[src/rtl/negate_serial_if.sv]
// negate_serial_if: operand/result handshake bundle for negate_serial.
// Revision 1.0
`default_nettype none

interface negate_serial_if #(
   parameter int WIDTH = 16
);
   logic             in_valid;
   logic             in_ready;
   logic [WIDTH-1:0] in_data;
   logic             in_mode;
   logic             out_valid;
   logic             out_ready;
   logic [WIDTH-1:0] out_data;
   logic             out_ovf;

   modport master (
      output in_valid, in_data, in_mode, out_ready,
      input  in_ready, out_valid, out_data, out_ovf
   );

   modport slave (
      input  in_valid, in_data, in_mode, out_ready,
      output in_ready, out_valid, out_data, out_ovf
   );
endinterface

`default_nettype wire

[src/rtl/negate_serial.sv]
// negate_serial: digit-serial two's-complement negate / absolute value, DIGIT bits per cycle.
// Revision 1.0 -- NEGATE_SERIAL_SAT_EN saturates the overflow case to the maximum positive value.
`default_nettype none

module negate_serial #(
   parameter int WIDTH = 16,
   parameter int DIGIT = 4
) (
   input  wire logic     clk,
   input  wire logic     rst_n,
   negate_serial_if.slave bus
);
   localparam int NDIG = WIDTH / DIGIT;
   localparam int CW   = (NDIG > 1) ? $clog2(NDIG) : 1;
   localparam logic [WIDTH-1:0] MOST_NEG = {1'b1, {(WIDTH-1){1'b0}}};
   localparam logic [WIDTH-1:0] MOST_POS = {1'b0, {(WIDTH-1){1'b1}}};
   localparam logic [CW-1:0]    LAST_DIG = CW'(NDIG - 1);

   typedef enum logic [1:0] {
      IDLE = 2'd0,
      BUSY = 2'd1,
      DONE = 2'd2
   } state_t;

   state_t           state_q, state_d;
   logic [CW-1:0]    cnt_q, cnt_d;
   logic             carry_q, carry_d;
   logic             invert_q, invert_d;
   logic [WIDTH-1:0] operand_q, operand_d;
   logic [WIDTH-1:0] result_q, result_d;

   logic             in_ready;
   logic             accept;
   logic [DIGIT-1:0] digit_a;
   logic [DIGIT:0]   digit_sum;
   logic             ovf;

   assign in_ready = (state_q == IDLE) || ((state_q == DONE) && bus.out_ready);
   assign accept   = bus.in_valid && in_ready;
   assign ovf      = invert_q && (operand_q == MOST_NEG);

   always_comb begin
      state_d   = state_q;
      cnt_d     = cnt_q;
      carry_d   = carry_q;
      invert_d  = invert_q;
      operand_d = operand_q;
      result_d  = result_q;

      digit_a   = operand_q[cnt_q*DIGIT +: DIGIT];
      digit_sum = {1'b0, digit_a ^ {DIGIT{invert_q}}} + {{DIGIT{1'b0}}, carry_q};

      case (state_q)
         IDLE: ;
         BUSY: begin
            result_d[cnt_q*DIGIT +: DIGIT] = digit_sum[DIGIT-1:0];
            carry_d = digit_sum[DIGIT];
            if (cnt_q == LAST_DIG) begin
               state_d = DONE;
            end else begin
               cnt_d = cnt_q + 1'b1;
            end
         end
         DONE: begin
            if (bus.out_ready) begin
               state_d = IDLE;
            end
         end
         default: state_d = IDLE;
      endcase

      // A new operand (from IDLE, or back-to-back from DONE) overrides the above.
      if (accept) begin
         operand_d = bus.in_data;
         invert_d  = !bus.in_mode || bus.in_data[WIDTH-1];
         carry_d   = invert_d;
         cnt_d     = '0;
         result_d  = '0;
         state_d   = BUSY;
      end
   end

   always_ff @(posedge clk or negedge rst_n) begin
      if (!rst_n) begin
         state_q   <= IDLE;
         cnt_q     <= '0;
         carry_q   <= 1'b0;
         invert_q  <= 1'b0;
         operand_q <= '0;
         result_q  <= '0;
      end else begin
         state_q   <= state_d;
         cnt_q     <= cnt_d;
         carry_q   <= carry_d;
         invert_q  <= invert_d;
         operand_q <= operand_d;
         result_q  <= result_d;
      end
   end

   assign bus.in_ready  = in_ready;
   assign bus.out_valid = (state_q == DONE);
   assign bus.out_ovf   = (state_q == DONE) && ovf;
`ifdef NEGATE_SERIAL_SAT_EN
   assign bus.out_data  = (state_q != DONE) ? '0 : (ovf ? MOST_POS : result_q);
`else
   assign bus.out_data  = (state_q != DONE) ? '0 : result_q;
`endif

endmodule

`default_nettype wire

[src/flat_wrapper.sv]
// flat-port wrapper written by rule: the top's interface ports become plain ports
module negate_serial_flat 
#(
   parameter int WIDTH = 16,
   parameter int DIGIT = 4
)
  (clk, rst_n, bus_in_valid, bus_in_data, bus_in_mode, bus_out_ready, bus_in_ready, bus_out_valid, bus_out_data, bus_out_ovf);
  negate_serial_if #(.WIDTH(WIDTH)) bus_i ();
  input  wire logic clk;
  input  wire logic rst_n;
  input wire logic [$bits(bus_i.in_valid)-1:0] bus_in_valid;
  input wire logic [$bits(bus_i.in_data)-1:0] bus_in_data;
  input wire logic [$bits(bus_i.in_mode)-1:0] bus_in_mode;
  input wire logic [$bits(bus_i.out_ready)-1:0] bus_out_ready;
  output wire logic [$bits(bus_i.in_ready)-1:0] bus_in_ready;
  output wire logic [$bits(bus_i.out_valid)-1:0] bus_out_valid;
  output wire logic [$bits(bus_i.out_data)-1:0] bus_out_data;
  output wire logic [$bits(bus_i.out_ovf)-1:0] bus_out_ovf;
  assign bus_i.in_valid = bus_in_valid;
  assign bus_i.in_data = bus_in_data;
  assign bus_i.in_mode = bus_in_mode;
  assign bus_i.out_ready = bus_out_ready;
  assign bus_in_ready = bus_i.in_ready;
  assign bus_out_valid = bus_i.out_valid;
  assign bus_out_data = bus_i.out_data;
  assign bus_out_ovf = bus_i.out_ovf;
  negate_serial #(.WIDTH(WIDTH), .DIGIT(DIGIT)) u_core (.clk(clk), .rst_n(rst_n), .bus(bus_i));
endmodule
[config.mk]
export PLATFORM = sky130hd
export DESIGN_NAME = negate_serial_flat
export DESIGN_NICKNAME = d
export VERILOG_FILES = /design/src/rtl/negate_serial_if.sv /design/src/rtl/negate_serial.sv /design/src/flat_wrapper.sv
export SDC_FILE = /design/constraint.sdc
export NUM_CORES = 1
export LEC_CHECK = 0
export ABC_AREA = 0
export CORE_MARGIN = 3
export CORE_UTILIZATION = 46
export DETAILED_ROUTE_END_ITERATION = 8
export PLACE_DENSITY = 0.75
export SYNTH_ARGS = -nofsm -noshare
export SYNTH_HDL_FRONTEND = slang
export SYNTH_SLANG_ARGS = --single-unit
[constraint.sdc]
create_clock -name clk -period 2.55 [get_ports clk]
set_input_delay 0.3825 -clock clk [delete_from_list [all_inputs] [get_ports clk]]
set_output_delay 0.3825 -clock clk [all_outputs]
set_load 0.05 [all_outputs]
; Yosys cells after proc, flatten, opt, wreduce, memory -nomap -nowiden
; Cells that the tools add are included.
[word_totals]
reg_bits = 38
out_inout_bits = 19
word_cells = 46
[classes]
add_sub_neg = 3
eq_ne = 9
shift = 3
muxes = 13
bitwise_logic = 1
reduce_logical = 11
[ops]
columns = cell, count
row1 = $mux W16, 3
row2 = $neg A4 Y34, 1
row3 = $shift A4 B34 Y16 const A, 1
row4 = $shiftx A4 B34 Y16, 1
row5 = $bwmux W16, 1
row6 = $eq A16 B16 Y1 const B, 1
row7 = $shiftx A16 B5 Y4, 1
row8 = $mux W2, 6
row9 = $pmux W2 S3, 1
row10 = $add A4 B1 Y5, 1
row11 = $eq A2 B2 Y1 const B, 2
row12 = $logic_and A1 B1 Y1, 4
row13 = $ne A2 B1 Y1 const B, 2
row14 = $xor A4 B4 Y4, 1
row15 = $ne A3 B1 Y1 const B, 1
row16 = $ne A3 B2 Y1 const B, 1
row17 = $reduce_and A3 Y1, 1
row18 = $add A2 B1 Y2 const B, 1
row19 = $eq A2 B1 Y1 const B, 1
row20 = $logic_not A2 Y1, 1
row21 = $logic_or A1 B1 Y1, 2
row22 = $mux W1, 2
row23 = $ne A2 B2 Y1 const B, 1
row24 = $reduce_and A2 Y1, 1
row25 = 2 further kinds, 2

; Depth between registers and ports, before layout
; Gate-level depths: netlist of the first run.
[logic_depth]
ltp_word = 7
mapped_depth = 8
depth_no_buf = 7

; Worst setup path before layout of the first run
; OpenSTA, ideal clock, no wires.
[synth_path]
path_kind = reg2out
start = register u_core.state_q[0]
end = output bus_out_ovf
arrival_ps = 2080
t_required_ps = 2168
path_slack_ps = 87
stages_incl_launch_ff = 5
n_path_buf = 1
cell_sequence = dfrtp_1 -> nor2b_1 -> clkbuf_1 -> nand3_1 -> nor2_1
[synth_via]
elab_chain_cells = 2
[synth_lines]
columns = element, line_no
row1 = "start, declared", negate_serial.sv:25  ; state_t state_q, state_d;
row2 = "start signal, assigned", negate_serial.sv:92  ; state_q <= state_d;
row3 = $eq A2 B2 Y1, n/a
row4 = named net bus_out_valid, flat_wrapper.sv:16  ; output wire logic [$bits(bus_i.out_valid)-1:0] bus_out_valid;
row5 = $logic_and A1 B1 Y1, negate_serial.sv:103  ; assign bus.out_ovf = (state_q == DONE) && ovf;
row6 = "end, declared", flat_wrapper.sv:18  ; output wire logic [$bits(bus_i.out_ovf)-1:0] bus_out_ovf;
; The timed path passes the listed nets, and every way through them passes these cells.

; Worst setup path in the final report of the first run
[layout_path]
start = register u_core.cnt_q[0]
end = register u_core.result_q[3]
[layout_via]
elab_chain_cells = 7
[layout_lines]
columns = element, line_no
row1 = "start, declared", negate_serial.sv:26  ; logic [CW-1:0] cnt_q, cnt_d;
row2 = "start signal, assigned", negate_serial.sv:93  ; cnt_q <= cnt_d;
row3 = $shiftx A16 B5 Y4, negate_serial.sv:50  ; digit_a = operand_q[cnt_q*DIGIT +: DIGIT];
row4 = $xor A4 B4 Y4, negate_serial.sv:51  ; digit_sum = {1'b0, digit_a ^ {DIGIT{invert_q}}} + {{DIGIT{1'b0}}, carry_q};
row5 = $add A4 B1 Y5, negate_serial.sv:51
row6 = $shiftx A4 B34 Y16, negate_serial.sv:56  ; result_d[cnt_q*DIGIT +: DIGIT] = digit_sum[DIGIT-1:0];
row7 = $bwmux W16 (*), negate_serial.sv:56
row8 = $mux W16 (*), negate_serial.sv:53  ; case (state_q)
row9 = $mux W16 (*), negate_serial.sv:73  ; if (accept) begin
row10 = "end signal, assigned", negate_serial.sv:97  ; result_q <= result_d;
row11 = "end, declared", negate_serial.sv:30  ; logic [WIDTH-1:0] result_q, result_d;
; Mark *: on every way between the ends. The rest lies on a longest branch, timed or not. The select of a mux whose other input is x is not followed.
; A chain may end at the register's enable or synchronous reset.

==> results.md, run 1 <==
- Status: finished, final reports clean
- Crit Path Class: reg2reg
- Largest net degree at the start of global routing: 39
- Final worst-path cycle share: 93.8%
- Placed instance count: 260
- Post-route ant nets: 0
- Yosys top cell by area: dfrtp_1
- Clock sink total: 38
- Slew of the pin with the lowest slew margin: 0.750 ns
- Mapped Area: 2010 sq um
- Relative slew slack: 49.5%
- Syn Nets: approximately 200
- CTS Buf Count: 5
- Row cnt: 23
- Setup violators final: 0
- Max clock buf depth: 2
- Vias in the first global route: 1561
- Initial antenna violation count: 0
- Final Hold Vio Count: 0
- Cells after Synth: 172
- Ys Warns: 0
- Worst-path clk slew: 0.07 ns
- Top-count cell post-synth: dfrtp_1
- Initial core utilization: 48.9%
- Routed len/inst: 16.1 microns
- Number of synthesized flops with an enable pin: 0
- Max Cap Viol: 0
- Die Y: 72.2 microns
- Critical Path End Type: register
- Vias per cell: 5.62
- Number of port buffers: 39
- Final WL: 4300 microns
- PD cells: 1170 nW/um^2
- Max-slew violation count: 0
- Core Box Area: 4120 sq um
- Number of DRC markers in iteration 0: 95
- Share of flip-flops with an asynchronous set or reset: 100%
- Post-DP HPWL: 3280 microns
- Fin crit period: ~2.4 ns
- RSZ-0062 raised after global routing: false
- Ranking of synthesized cells by area: dfrtp_1 (47%), mux2_2 (8.9%), a22o_1 (5.7%), and2_1 (5.3%), ha_1 (5.0%)
- Proportion of layout cells with a drive suffix above 1: 24.3%
- Post-synthesis cell type count: 35
- #FFs+latches synth: 38
- Remaining DRCs: 0
- Primary FF master, synth: dfrtp_1
- Root Buffer: clkbuf_8
- VDD IR-drop max: ~0.54 mV
- Post-cts hold buffer count: 0
- Setup_tns: 0 ns
- Post-CTS sizing: 0
- CTS H-tree lvls: 2
- Area of the multi-input gates: 997 sq um
- Post-place setup slack: 0.161 ns
- Syn Area/Cell: 11.7 sq um
- GRT Util Overall: 18.1%
- TritonCTS clock tree: yes
- Vias: 1506
- Storage cell area: 951 sq um
- Post-CTS setup buffer count: 0
- Fillcell total: 340
- Post-synth top area share: a little under half
- Most frequent cells after synthesis: dfrtp_1 (38), and2_1 (17), mux2_2 (16), a22o_1 (13), nand2_1 (9)
- Worst Setup SP: u_core.cnt_q[0]$_DFFE_PN0P_
- Nets@finish: 246
- Hold Startpoint: u_core.result_q[11]$_DFFE_PN0P_
- Antenna cells: 0
- DR pass1 iterations: 4
- Max Freq: around 420 MHz
- Global-route wire length before repair: 7310 microns
- CP max FO: 4
- Fin cells: ~270
- Reg2Reg Launch Point: u_core.cnt_q[0]$_DFFE_PN0P_
- Die area: 5210 sq um
- IO Pins: 40
- Fin worst setup slack: between 0.15 and 0.2 ns
- Critical Path RT: 2.74 ns
- Crit start category: register
- GRT overflow: 0
- Skew final: 0.00451 ns
- P&R area growth vs syn: 25.2%
- Crit path DAT: between 2 and 3 ns
- Clock Latency Late Sink: 0.29 ns
- Placer Congestion: 0.820
- Width of the chip: 72.2 microns
- Post-synthesis sequential area ratio: 47.2%
- Leak Pwr: between 1 and 1.5 nW
- Worst min-delay path class: reg2reg
==> registers in the layout, summed over array words and instances (netlist names) <==
name / count
u_core.result_q: 16
u_core.state_q: 2
u_core.operand_q: 16
u_core.invert_q: 1
u_core.cnt_q: 2
u_core.carry_q: 1
==> routing by layer <==
| metal | vias to the layer above | share of wire (%) | track usage (%) |
|---|---|---|---|
| met1 | 747 | 43 | 22.0 |
| met5 | - | 0 | 0 |
| li1 | 721 | - | - |
| met2 | 33 | 51 | 32.2 |
| met3 | 5 | 4.2 | 2.91 |
| met4 | 0 | 1.3 | 6.89 |
==> worst max-delay path, cell delays in order, from the launching register on <==
cell	delay, ns
dfrtp_1	0.40
mux4_1	0.58
xnor2_1	0.15
ha_1	0.23
or2b_1	0.24
o221ai_1	0.26
a211oi_2	0.15
o31ai_1	0.27
==> layout by cell type, fill, tap and decap left out, drive strengths merged <==
| cell | count |
|---|---|
| and2 | 18 |
| ha | 8 |
| o221ai | 2 |
| xnor2 | 5 |
| nand3 | 3 |
| mux2i | 2 |
| a211oi | 1 |
| mux4 | 4 |
| buf | 24 |
| nand2b | 2 |
| mux2 | 16 |
| inv | 7 |
| clkbuf | 7 |
| and4 | 1 |
| nor2 | 6 |
| a21oi | 1 |
| or2b | 1 |
| o21a | 1 |
| a22o | 13 |
| clkdlybuf4s50 | 20 |
| nor3b | 1 |
| or2 | 1 |
| o31ai | 4 |
| nand2 | 9 |
| nand4 | 2 |
| nor4 | 4 |
| a32oi | 4 |
| dfrtp | 38 |
| and3 | 4 |
| clkinv | 1 |
| nor2b | 2 |
| o21ai | 5 |
| nor3 | 1 |
==> cell families (layout without fill, tap and decap cells) <==
kind of cell               count (synthesis)  count (layout)  synth area share, %
muxes                                     22              22                 14.8
DFF                                       38              38                 47.2
xor gates and xnor gates                   5               5                 2.18
buffers and inverters                     13              59                 3.23
AOI/OAI and AO/OA                         31              31                 12.3
and+or+nand+nor                           55              55                 15.3
adders and majority gates                  8               8                 4.97
==> where the power goes <==
group | internal [mW] | switching [mW]
Sequential | 0.867 | 0.211
Combinational | 0.665 | 0.791
Clock | 0.218 | 0.206
==> stage by stage <==
step | hold WS, ns | power (mW) | cell area, sq um | utilization [%]
floorplan | 0.0869 | 2.15 | 2010 | -
global placement | 0.469 | 2.49 | 2430 | 59.0
detailed placement | 0.472 | 2.55 | 2430 | 59.0
CTS | 0.488 | 2.98 | 2520 | 61.3
global route | 0.514 | 3.19 | 2520 | 61.3
finish | 0.489 | 2.96 | 2520 | 61.3
==> path summary, 6_finish.rpt <==
kind	end	slack, ns	cells after the start
setup / recovery	u_core.result_q[3]$_DFFE_PN0P_	0.16	7
hold / removal	u_core.result_q[11]$_DFFE_PN0P_	0.49	2
setup reg to reg	u_core.result_q[3]$_DFFE_PN0P_	0.16	7
hold reg to reg	u_core.result_q[11]$_DFFE_PN0P_	0.49	2
max in group asynchronous	u_core.operand_q[6]$_DFFE_PN0P_	1.70	2
min in group asynchronous	u_core.result_q[13]$_DFFE_PN0P_	0.52	2
==> layout make-up <==
class | count | area share (%)
Timing Repair Buffer | 44 | 15.6
Tap cell | 50 | 2.48
Clock buffer | 7 | 3.42
Sequential cell | 38 | 37.7
Multi-Input combinational cell | 121 | 39.6
Inverter | 7 | 1.04
Clock inverter | 1 | 0.199
Power figures use the tool's default switching activity.
==> inputs of run 2 (changes only) <==
Settings changed: CAP_MARGIN set to 20, CTS_CLUSTER_SIZE set to 12.
==> results of run 2 <==
The final DEF is identical to that of run 1; final timing and power are the same.
